`config.mk`:
```
export PLATFORM = sky130hd
export DESIGN_NAME = booth_dot_accum_flat
export DESIGN_NICKNAME = d
export VERILOG_FILES = /design/src/rtl/booth_dot_accum_if.sv /design/src/rtl/booth_dot_accum.sv /design/src/flat_wrapper.sv
export SDC_FILE = /design/constraint.sdc
export NUM_CORES = 1
export LEC_CHECK = 0
export ABC_AREA = 1
export CAP_MARGIN = 0
export CORE_MARGIN = 2
export CORE_UTILIZATION = 54
export CTS_CLUSTER_SIZE = 28
export DETAILED_ROUTE_END_ITERATION = 8
export GPL_TIMING_DRIVEN = 0
export PLACE_DENSITY = 0.77
export SETUP_SLACK_MARGIN = 0.1
export SLEW_MARGIN = 10
export SYNTH_ARGS = -nofsm -noshare
export SYNTH_HDL_FRONTEND = slang
export SYNTH_SLANG_ARGS = --single-unit
```
`constraint.sdc`:
```
create_clock -name clk -period 4.5 [get_ports clk]
set_input_delay 1.35 -clock clk [delete_from_list [all_inputs] [get_ports clk]]
set_output_delay 1.35 -clock clk [all_outputs]
set_load 0.005 [all_outputs]
```
`src/rtl/booth_dot_accum_if.sv`:
```
// Stream bundle for booth_dot_accum.
//   Input stream  : in_valid / in_ready, in_product (8-bit signed), in_last
//   Output stream : out_valid / out_ready, out_sum (ACC_W signed), out_count, out_ovf
// The slave modport is the accumulator side. The master modport is the
// producer/consumer side (multiplier upstream, sink downstream).
interface booth_dot_accum_if #(
    parameter int unsigned ACC_W = 12
);
    logic             in_valid;
    logic             in_ready;
    logic [7:0]       in_product;
    logic             in_last;
    logic             out_valid;
    logic             out_ready;
    logic [ACC_W-1:0] out_sum;
    logic [7:0]       out_count;
    logic             out_ovf;

    modport slave (
        input  in_valid, in_product, in_last, out_ready,
        output in_ready, out_valid, out_sum, out_count, out_ovf
    );

    modport master (
        output in_valid, in_product, in_last, out_ready,
        input  in_ready, out_valid, out_sum, out_count, out_ovf
    );
endinterface

```
`src/rtl/booth_dot_accum.sv`:
```
// Sequential dot-product accumulator fed by 8-bit signed Booth products.
// Sums up to LEN terms per group (or fewer, closed early by in_last) into an
// ACC_W-bit signed accumulator and presents each result, its term count and a
// sticky signed-overflow flag in a held output register.
// Ports:
//   clk   : clock, rising edge
//   rst_n : asynchronous active-low reset
//   bus   : booth_dot_accum_if.slave (input product stream, output result stream)
module booth_dot_accum #(
    parameter int unsigned LEN   = 8,
    parameter int unsigned ACC_W = 12
) (
    input  logic                clk,
    input  logic                rst_n,
    booth_dot_accum_if.slave    bus
);

    typedef enum logic [0:0] {StAccum, StHold} state_e;

    localparam logic [7:0] LenCnt = 8'(LEN);

    state_e           state_q;
    logic [ACC_W-1:0] acc_q;
    logic [7:0]       cnt_q;
    logic             ovf_q;
    logic [ACC_W-1:0] sum_q;
    logic [7:0]       count_q;
    logic             oflag_q;

    logic [ACC_W-1:0] prod_ext;
    logic [ACC_W-1:0] acc_d;
    logic [7:0]       cnt_d;
    logic             ovf_d;
    logic             accept;
    logic             done;

    // acc/cnt/ovf are cleared whenever a group closes, so in StHold the same
    // add path yields "first term of the next group" without a separate mux.
    always_comb begin
        prod_ext = ACC_W'($signed(bus.in_product));
        acc_d    = acc_q + prod_ext;
        cnt_d    = cnt_q + 8'd1;
        // Overflow: operands share a sign and the wrapped result does not.
        ovf_d    = ovf_q | ((acc_q[ACC_W-1] == prod_ext[ACC_W-1]) &
                            (acc_d[ACC_W-1] != acc_q[ACC_W-1]));
        done     = (cnt_d == LenCnt) | bus.in_last;
    end

    // out_ready -> in_ready is the only combinational input-to-output path.
    assign bus.in_ready  = (state_q == StAccum) | bus.out_ready;
    assign accept        = bus.in_valid & bus.in_ready;

    assign bus.out_valid = (state_q == StHold);
    assign bus.out_sum   = sum_q;
    assign bus.out_count = count_q;
    assign bus.out_ovf   = oflag_q;

    always_ff @(posedge clk or negedge rst_n) begin
        if (!rst_n) begin
            state_q <= StAccum;
            acc_q   <= '0;
            cnt_q   <= '0;
            ovf_q   <= 1'b0;
            sum_q   <= '0;
            count_q <= '0;
            oflag_q <= 1'b0;
        end else begin
            case (state_q)
                StAccum: begin
                    if (accept) begin
                        if (done) begin
                            sum_q   <= acc_d;
                            count_q <= cnt_d;
                            oflag_q <= ovf_d;
                            acc_q   <= '0;
                            cnt_q   <= '0;
                            ovf_q   <= 1'b0;
                            state_q <= StHold;
                        end else begin
                            acc_q   <= acc_d;
                            cnt_q   <= cnt_d;
                            ovf_q   <= ovf_d;
                        end
                    end
                end
                StHold: begin
                    // accept implies out_ready here: the held result drains
                    // this edge regardless of whether a new beat arrives.
                    if (accept) begin
                        if (done) begin
                            sum_q   <= acc_d;
                            count_q <= cnt_d;
                            oflag_q <= ovf_d;
                        end else begin
                            acc_q   <= acc_d;
                            cnt_q   <= cnt_d;
                            ovf_q   <= ovf_d;
                            state_q <= StAccum;
                        end
                    end else if (bus.out_ready) begin
                        state_q <= StAccum;
                    end
                end
                default: state_q <= StAccum;
            endcase
        end
    end

endmodule

```
`src/flat_wrapper.sv`:
```
// flat-port wrapper written by rule: the top's interface ports become plain ports
module booth_dot_accum_flat 
#(
    parameter int unsigned LEN   = 8,
    parameter int unsigned ACC_W = 12
)
  (clk, rst_n, bus_in_valid, bus_in_product, bus_in_last, bus_out_ready, bus_in_ready, bus_out_valid, bus_out_sum, bus_out_count, bus_out_ovf);
  booth_dot_accum_if #(.ACC_W(ACC_W)) bus_i ();
  input  logic clk;
  input  logic rst_n;
  input wire logic [$bits(bus_i.in_valid)-1:0] bus_in_valid;
  input wire logic [$bits(bus_i.in_product)-1:0] bus_in_product;
  input wire logic [$bits(bus_i.in_last)-1:0] bus_in_last;
  input wire logic [$bits(bus_i.out_ready)-1:0] bus_out_ready;
  output wire logic [$bits(bus_i.in_ready)-1:0] bus_in_ready;
  output wire logic [$bits(bus_i.out_valid)-1:0] bus_out_valid;
  output wire logic [$bits(bus_i.out_sum)-1:0] bus_out_sum;
  output wire logic [$bits(bus_i.out_count)-1:0] bus_out_count;
  output wire logic [$bits(bus_i.out_ovf)-1:0] bus_out_ovf;
  assign bus_i.in_valid = bus_in_valid;
  assign bus_i.in_product = bus_in_product;
  assign bus_i.in_last = bus_in_last;
  assign bus_i.out_ready = bus_out_ready;
  assign bus_in_ready = bus_i.in_ready;
  assign bus_out_valid = bus_i.out_valid;
  assign bus_out_sum = bus_i.out_sum;
  assign bus_out_count = bus_i.out_count;
  assign bus_out_ovf = bus_i.out_ovf;
  booth_dot_accum #(.LEN(LEN), .ACC_W(ACC_W)) u_core (.clk(clk), .rst_n(rst_n), .bus(bus_i));
endmodule
```
==> metrics.cfg, run 1 <==
[place]
placedCellCount = 397
gp_congestion = 0.878
dp_hpwl_um = 3960
port_buffers = 35
pre_cts_ws_ns = 0.637

[sta]
finalHoldViolations = 0
setup_ws_ns = 0.648
setup_violations = 0
skew_ns = 0.0114
rsz0062_at_grt = no
final_max_slew_viol_count = 0
fmaxAchievable_ghz = 0.260
post-route-period-util_pct = 85.6
tns_ns = 0
min_period_ns = 3.85
relSlewSlack_pct = 66.3
worstMarginPinSlew_ns = 0.506

[yosys]
synthCells = 309
ys_warn_count = 0
syn_nets = 336
synthFlopType = dfrtp_1
synth_top_area_cell = dfrtp_1
ys_seq_area_share_pct = 42.7
async_flop_share_pct = 100
synth_enable_flop_cells = 0
synth_commonest_cells = 88 x nand2_1, 43 x dfrtp_1, 34 x nand3_1
yosysUniqueCellTypes = 31
syn_avg_cell_area_um2 = 8.16
synth_top_area_share_pct = 42.7
yosysMostFrequentCell = nand2_1
ys_top_cells_by_area = dfrtp_1 43%, nand2_1 13%, nand3_1 6.8%
synth.cell_area_um2 = 2520
ys_seq_elements = 43

[status]
status = completed

[route]
wl_um = 5210
ant_nets = 0
drt_first_pass_iters = 4
wire_per_inst_um = 12.9
drc = 0
first_iter_violations = 101
dr_total_vias = 2081
vias_per_cell = 5.15

[layout]
fin_cells = 404
multiInputGateArea_um2 = 1260
nFillCells = 376
num_antenna_cells = 0
areaGrowthSynthToFinish_pct = 21.2
regArea_um2 = 1080
drive_gt1_share_pct = 13.9
nets = 379

[global_routing]
gr-max-usage-layer = met2
global_route.usage.met2_pct = 34.5
antenna_found_initial = 0
grt_pass1_wl_um = 8810
use_met3_pct = 4.72
met1_usage_pct = 30.4
grt_util_all_layers_pct = 21.9
grt_max_degree = 31
grt_pass1_vias = 1948
overflow = 0

[clock_tree]
cts_resized = 0
cts_tree = yes
clock_path_buffers = 2
root_buffer = clkbuf_8
hold_buffers = 0
worst_skew_pair.late_latency_ns = 0.30
cts-buffers-inserted = 5
cts_setup_buffers = 0
path_clk_slew_ns = 0.08
cts.sinks = 43
htreeDepth = 2

[floorplanning]
initial_core_util_pct = 57.1
rows = 24
io-pin-count = 36
die_area_um2 = 5230
fp.coreArea_um2 = 4410
die_x_um = 72.3
die_height_um = 72.3

[critical_path]
worstSetupPathType = in2out
crit_required_ns = 3.15
crit_path_end_kind = output port
cp_max_fo = 3
start_kind = primary input
arrival_ns = 2.50

[worst_hold_path]
worstHoldPathType = reg2reg

[power]
powerDensity_nw_per_um2 = 502
vdd.ir_drop.worst_uv = 317
power.leakage_nw = 1.51

[run]
drv_cap = 0

state kept, by name (all words and copies together) (netlist names):
name / count
u_core.bus.out_count: 8
u_core.ovf_q: 1
u_core.bus.out_sum: 12
u_core.bus.out_ovf: 1
u_core.acc_q: 12
u_core.cnt_q: 8
u_core.bus.out_valid: 1
path summary, 6_finish.rpt:
check / startpoint / endpoint / slack, ns / cells after the start
worst max-delay path: bus_out_ready / bus_in_ready / 0.65 / 3
worst min-delay path: u_core.bus.out_count[0]$_DFFE_PN0P_ / u_core.bus.out_count[0]$_DFFE_PN0P_ / 0.48 / 2
worst max register to register: u_core.cnt_q[0]$_DFFE_PN0P_ / u_core.acc_q[4]$_DFFE_PN0P_ / 2.33 / 10
worst min register to register: u_core.bus.out_count[0]$_DFFE_PN0P_ / u_core.bus.out_count[0]$_DFFE_PN0P_ / 0.48 / 2
max in group asynchronous: rst_n / u_core.bus.out_count[6]$_DFFE_PN0P_ / 3.10 / 2
min in group asynchronous: rst_n / u_core.bus.out_count[7]$_DFFE_PN0P_ / 0.93 / 1
report_power, final:
group	internal, W	switching, W	leakage, nW
combinational	0.000315	0.000359	0.894
clock	0.000163	0.000133	0.0513
sequential	0.000494	0.0000676	0.561
total	0.000972	0.000559	1.51
placed cells by master (no fill, tap or decap), types with 2 or more instances in the layout:
cell,netlist,final
a21oi_1,8,8
a31oi_1,2,2
buf_12,1,2
buf_2,3,4
clkbuf_1,1,2
clkbuf_8,0,5
clkdlybuf4s50_1,0,34
dfrtp_1,43,43
ha_1,13,13
inv_1,27,27
nand2_1,88,88
nand2_2,18,18
nand3_1,34,34
nand3_2,2,2
nand4_1,3,3
nor2_1,13,13
nor2_2,4,4
o21ai_0,15,15
o21ai_1,3,3
o21ai_2,7,7
o21bai_1,2,2
xnor2_1,6,6
xor2_1,6,6
final cells by class:
| class | count | share of cell area (%) |
|---|---|---|
| clock buffers | 6 | 2.38 |
| multi-input cells | 229 | 41.4 |
| clock inverters | 1 | 0.984 |
| repair buffers | 36 | 12.0 |
| inverters | 29 | 3.57 |
| well taps | 52 | 2.13 |
| plain buffers | 8 | 2.38 |
| flip-flops and latches | 43 | 35.2 |
worst max-delay path, cell delays in order:
cell and delay (ns):
clkdlybuf4s50_1 0.39, or2_2 0.31, clkdlybuf4s50_1 0.45
per-stage QoR:
step / utilization, % / total power [W] / area (um^2) / hold slack [ns]
6_report: 69.2 / 0.00153 / 3050 / 0.481
5_1_grt: 69.2 / 0.00165 / 3050 / 0.506
3_3_place_gp: 66.5 / 0.00123 / 2940 / 0.466
4_1_cts: 69.2 / 0.00154 / 3050 / 0.487
3_5_place_dp: 66.8 / 0.00124 / 2950 / 0.467
2_1_floorplan: - / 0.000998 / 2520 / 0.472
routing by layer:
| metal | vias to the layer above | share of wire, % |
|---|---|---|
| li1 | 1078 | - |
| met1 | 962 | 49 |
| met2 | 35 | 46 |
| met3 | 6 | 4.0 |
| met4 | 0 | 1.2 |
| met5 | - | 0 |
cell families after synthesis:
| kind of cell | count (synthesis) | share of synthesized area (%) |
|---|---|---|
| xor gates and xnor gates | 12 | 4.17 |
| DFF | 43 | 42.7 |
| buffers and inverters | 37 | 7.20 |
| and+or+nand+nor | 164 | 29.2 |
| AOI/OAI and AO/OA | 39 | 9.43 |
| adders and majority gates | 14 | 7.25 |
Note: power is estimated with default switching activity, not from simulation.
==> inputs of run 2 (changes only) <==
--- a/config.mk
+++ b/config.mk
@@ -12,7 +12,9 @@
 export CTS_CLUSTER_SIZE = 28
 export DETAILED_ROUTE_END_ITERATION = 8
 export GPL_TIMING_DRIVEN = 0
+export MAX_ROUTING_LAYER = met4
 export PLACE_DENSITY = 0.77
+export RECOVER_POWER = 25
 export SETUP_SLACK_MARGIN = 0.1
 export SLEW_MARGIN = 10
 export SYNTH_ARGS = -nofsm -noshare
==> run 2 against run 1 <==
  * The run now ends with capacitance limit, slew limit left
  * Combinational power up 1%
  * Non-clock buffer count unchanged
  * Routed wire length grew 4.6%
  * Sequential cell count is the same
  * Clock skew fell by 0.0072 ns
  * Clock power rose by 3%
  * Power grew 1.1%
  * Largest cell class unchanged
  * Highest routed layer unchanged
  * Via count increased by 2.8%
  * Die area is the same
  * Setup slack worse by 0.0063 ns
  * Fmax down 0.16%
  * Global-route usage up 1.8 points
==> metrics.cfg, run 2 (synthesis results as in run 1) <==
[route]
drt_first_pass_iters = 4
ant_nets = 0
wire_per_inst_um = 13.5
wl_um = 5450
first_iter_violations = 152
vias_per_cell = 5.28
dr_total_vias = 2140
drc = 0

[clock_tree]
path_clk_slew_ns = 0.08
clock_path_buffers = 2
cts.sinks = 43
cts_tree = yes
root_buffer = clkbuf_8
cts_resized = 0
hold_buffers = 0
cts_setup_buffers = 0
cts-buffers-inserted = 5
htreeDepth = 2
worst_skew_pair.late_latency_ns = 0.30

[critical_path]
start_kind = primary input
cp_max_fo = 3
crit_path_end_kind = output port
arrival_ns = 2.51
worstSetupPathType = in2out
crit_required_ns = 3.15

[floorplanning]
rows = 24
die_x_um = 72.3
initial_core_util_pct = 57.1
fp.coreArea_um2 = 4410
io-pin-count = 36
die_area_um2 = 5230
die_height_um = 72.3

[global_routing]
grt_pass1_wl_um = 9270
antenna_found_initial = 0
overflow = 0
grt_util_all_layers_pct = 23.6
grt_pass1_vias = 2036
grt_max_degree = 31

[status]
violations = capacitance limit, slew limit
status = finished, violations left

[power]
power_w = 0.00155
power.leakage_nw = 1.50
powerDensity_nw_per_um2 = 508
vdd.ir_drop.worst_uv = 265

[sta]
final_max_slew_viol_count = 31
post-route-period-util_pct = 85.7
rsz0062_at_grt = no
skew_ns = 0.00417
setup_violations = 0
relSlewSlack_pct = -3.96
min_period_ns = 3.86
fmaxAchievable_ghz = 0.259
tns_ns = 0
finalHoldViolations = 0
worstMarginPinSlew_ns = 1.56

[layout]
nets = 379
final_util_pct = 69.0
final_cell_mix = 88 x nand2_1, 43 x dfrtp_1, 34 x nand3_1, 34 x clkdlybuf4s50_1, 27 x inv_1
final_common_cell = nand2_1
fin_cells = 405
areaGrowthSynthToFinish_pct = 20.9
num_antenna_cells = 0
drive_gt1_share_pct = 13.9

[place]
placedCellCount = 397
dp_hpwl_um = 4100
port_buffers = 35
gp_congestion = 0.899

[run]
drv_cap = 1

[worst_hold_path]
worstHoldPathType = reg2reg

-- run 2: changes by cell type in the layout (fill, tap and decap cells not counted), sizes merged --
| cell | before | now |
|---|---|---|
| clkinv | 1 | 3 |
| buf | 9 | 7 |
| clkbuf | 7 | 8 |
-- run 2: worst paths after layout --
kind | from | end | slack, ns | depth (start not counted)
worst max-delay path | bus_out_ready | bus_in_ready | 0.64 | 3
worst min-delay path | u_core.bus.out_count[0]$_DFFE_PN0P_ | u_core.bus.out_count[0]$_DFFE_PN0P_ | 0.48 | 2
worst max register to register | u_core.cnt_q[0]$_DFFE_PN0P_ | u_core.acc_q[7]$_DFFE_PN0P_ | 2.32 | 10
worst min register to register | u_core.bus.out_count[0]$_DFFE_PN0P_ | u_core.bus.out_count[0]$_DFFE_PN0P_ | 0.48 | 2
max in group asynchronous | rst_n | u_core.bus.out_valid$_DFF_PN0_ | 1.56 | 2
min in group asynchronous | rst_n | u_core.bus.out_count[7]$_DFFE_PN0P_ | 1.07 | 1
-- run 2: final cells by class --
cell class,instances,area (um^2)
fillers,381,1370
multi-input cells,229,1260
flip-flops and latches,43,1080
repair buffers,36,348
inverters,29,109
plain buffers,8,72.6
clock buffers,5,68.8
well taps,52,65.1
clock inverters,3,43.8
-- run 2: stage by stage --
stage                     area (um^2)  hold WS (ns)  setup WS [ns]
after floorplan                  2520         0.472           1.50
after global placement           2940         0.465          0.641
after detailed placement         2950         0.464          0.637
after CTS                        3060         0.489          0.635
after global routing             3050         0.513          0.614
final                            3050         0.483          0.641
-- run 2: metal layers --
metal | global-route usage [%] | wire (um) | vias up
met5 | - | 0 | -
met4 | 6.71 | 58 | 0
met3 | 4.31 | 248 | 5
met2 | 36.8 | 2600 | 47
met1 | 31.9 | 2550 | 1008
li1 | - | - | 1080
-- run 2: worst max-delay path, stage by stage --
cell	delay [ns]
clkdlybuf4s50_1	0.39
or2_2	0.32
clkdlybuf4s50_1	0.46
-- run 2: power breakdown --
group / internal (W) / switching, W
registers: 0.000494 / 0.0000683
clock network: 0.000165 / 0.000139
logic: 0.000313 / 0.000368
total: 0.000973 / 0.000575
==> RTL change: new RTL, config.mk and constraints of run 1 <==
`ACC_W` is set to 12 in 3 places; all go to 24.
--- a/src/rtl/booth_dot_accum_if.sv
+++ b/src/rtl/booth_dot_accum_if.sv
@@ -6,3 +6,3 @@
 interface booth_dot_accum_if #(
-    parameter int unsigned ACC_W = 12
+    parameter int unsigned ACC_W = 24
 );
--- a/src/rtl/booth_dot_accum.sv
+++ b/src/rtl/booth_dot_accum.sv
@@ -10,3 +10,3 @@
     parameter int unsigned LEN   = 8,
-    parameter int unsigned ACC_W = 12
+    parameter int unsigned ACC_W = 24
 ) (
--- a/src/flat_wrapper.sv
+++ b/src/flat_wrapper.sv
@@ -4,3 +4,3 @@
     parameter int unsigned LEN   = 8,
-    parameter int unsigned ACC_W = 12
+    parameter int unsigned ACC_W = 24
 )
Interface: changed (resized bus_out_sum); port bits go from 36 to 48. No check against the original RTL was run, so the function may have changed too.
==> RTL change against run 1 <==
  * Sequential cell count up 24
  * Total power up 81%
  * Routed wire length up 100%
  * Sequential share of layout area down 2.1 points
  * Worst setup slack worse by 0.019 ns
  * Final cell count up 92%
  * Non-clock buffer count up 14
  * Final area up 66%
  * Maximum frequency down 0.49%
  * Area after synthesis up 69%
  * Global-route usage up 5.3 points
  * Critical path depth unchanged
  * Largest cell class unchanged
  * Highest routed layer unchanged
==> RTL change: results (changes against run 1) <==
metric,value,unit,change
status,completed,,unchanged
dp_worst_setup_slack,0.536,ns,was 0.637 ns
grt_usage,27.2,%,was 21.9%
critPathSlowestCell,clkdlybuf4s50_1,,unchanged
r2r-end,u_core.acc_q[14],,was u_core.acc_q[4]
use_met2,42.7,%,was 34.5%
grt_pass1_wl,18.4,mm,was 8.81 mm
critPathTopFamily,buffers and inverters,,unchanged
synth.distinct_cells,29,,was 31
dp_hpwl,8.03,mm,was 3.96 mm
yosysSeqAreaShare,39.3,%,was 42.7%
port_buffers,47,,was 35
p_leak,2.81,nW,was 1.51 nW
first_global_vias,3966,,was 1948
clock_latency,0.36,ns,was 0.30 ns
drtIter0Drc,262,,was 101
synth.area.top_cells,"dfrtp_1 (39%), nand2_1 (25%), ha_1 (7.0%), inv_1 (5.6%), nand3_1 (3.6%)",,"was dfrtp_1 (43%), nand2_1 (13%), nand3_1 (6.8%), ha_1 (6.5%), nand2_2 (4.5%)"
via_per_inst,5.16,,was 5.15
skew,0.0147,ns,was 0.0114 ns
critPathArrivalTime,2.52,ns,was 2.50 ns
grt_max_degree,48,,was 31
h-tree-depth,3,,was 2
ir_drop,0.000274,V,was 0.000317 V
r2r.worst_path.cells,13,,was 10
placed_area,4880,um^2,was 2950 um^2
fin_nets,705,,was 379
cts_buffers,9,,was 5
period_minus_slack,3.87,ns,was 3.85 ns
grtUsageMet3,5.53,%,was 4.72%
hp-start,u_core.acc_q[9],,was u_core.bus.out_count[0]
place_congestion,0.895,,was 0.878
synth_nets,646,,was 336
antenna_found_initial,0,,unchanged
wl,10.6,mm,was 5.21 mm
r2r_slack,2.22,ns,was 2.33 ns
drive_gt1_share,6.85,%,was 13.9%
firstDrtPassIters,6,,was 4
max-clock-path-buffers,2,,unchanged
synth_top_cells_by_count,"nand2_1 (289), dfrtp_1 (67), inv_1 (64)",,"was nand2_1 (88), dfrtp_1 (43), nand3_1 (34)"
critPathMaxStageDelay,0.46,ns,
reg2reg_from,u_core.acc_q[0],,was u_core.cnt_q[0]
met1_usage,38.5,%,was 30.4%
fillers,706,,was 376
worst_slew_pin_slew,0.813,ns,was 0.506 ns
## RTL change: stage by stage
step                      cells  total power, mW  TNS [ns]  util [%]
after floorplan             608             1.78         0         -
after global placement      757             2.25    -10.00      63.2
after detailed placement    758             2.29         0      63.5
after CTS                   774             2.76         0      65.7
after global routing        774             3.01         0      65.7
final                       774             2.77         0      65.7
## RTL change: area by class of cell
cell class                      instances  area [um^2]  area share [%]
Sequential cell                        67         1680            33.2
Clock inverter                          6         41.3           0.817
Inverter                               68          259            5.13
Timing Repair Buffer                   48          495            9.80
Clock buffer                           10          128            2.53
Multi-Input combinational cell        463         2240            44.3
Buffer                                 10         86.3            1.71
Tap cell                              102          128            2.53
## RTL change: cells by family after synthesis
| family | after synthesis | synth area share (%) |
|---|---|---|
| simple gates | 373 | 36.1 |
| compound gates | 52 | 6.28 |
| xor+xnor | 13 | 2.67 |
| flops | 67 | 39.3 |
| buf+inv | 78 | 8.10 |
| fa+ha+maj | 25 | 7.52 |
## RTL change: where the power goes
part | switching [mW] | leakage [nW] | total (mW) | internal, mW
clock network | 0.261 | 0.0787 | 0.461 | 0.200
logic | 0.800 | 1.86 | 1.39 | 0.586
registers | 0.120 | 0.869 | 0.919 | 0.799
## RTL change: worst min path at each step
stage                        endpoint  slack (ns)  depth (start not counted)
2_1_floorplan         u_core.acc_q[0]        0.45                          2
3_3_place_gp         u_core.acc_q[20]        0.46                          2
3_5_place_dp   u_core.bus.out_sum[13]        0.46                          2
4_1_cts              u_core.acc_q[12]        0.49                          2
5_1_grt        u_core.bus.out_sum[15]        0.51                          2
6_report              u_core.acc_q[9]        0.48                          2
## RTL change: layer usage
layer / routed length, um / up-vias
met5: 0 / -
met4: 149 / 0
met3: 403 / 16
met2: 4780 / 98
met1: 5290 / 1857
li1: - / 2024
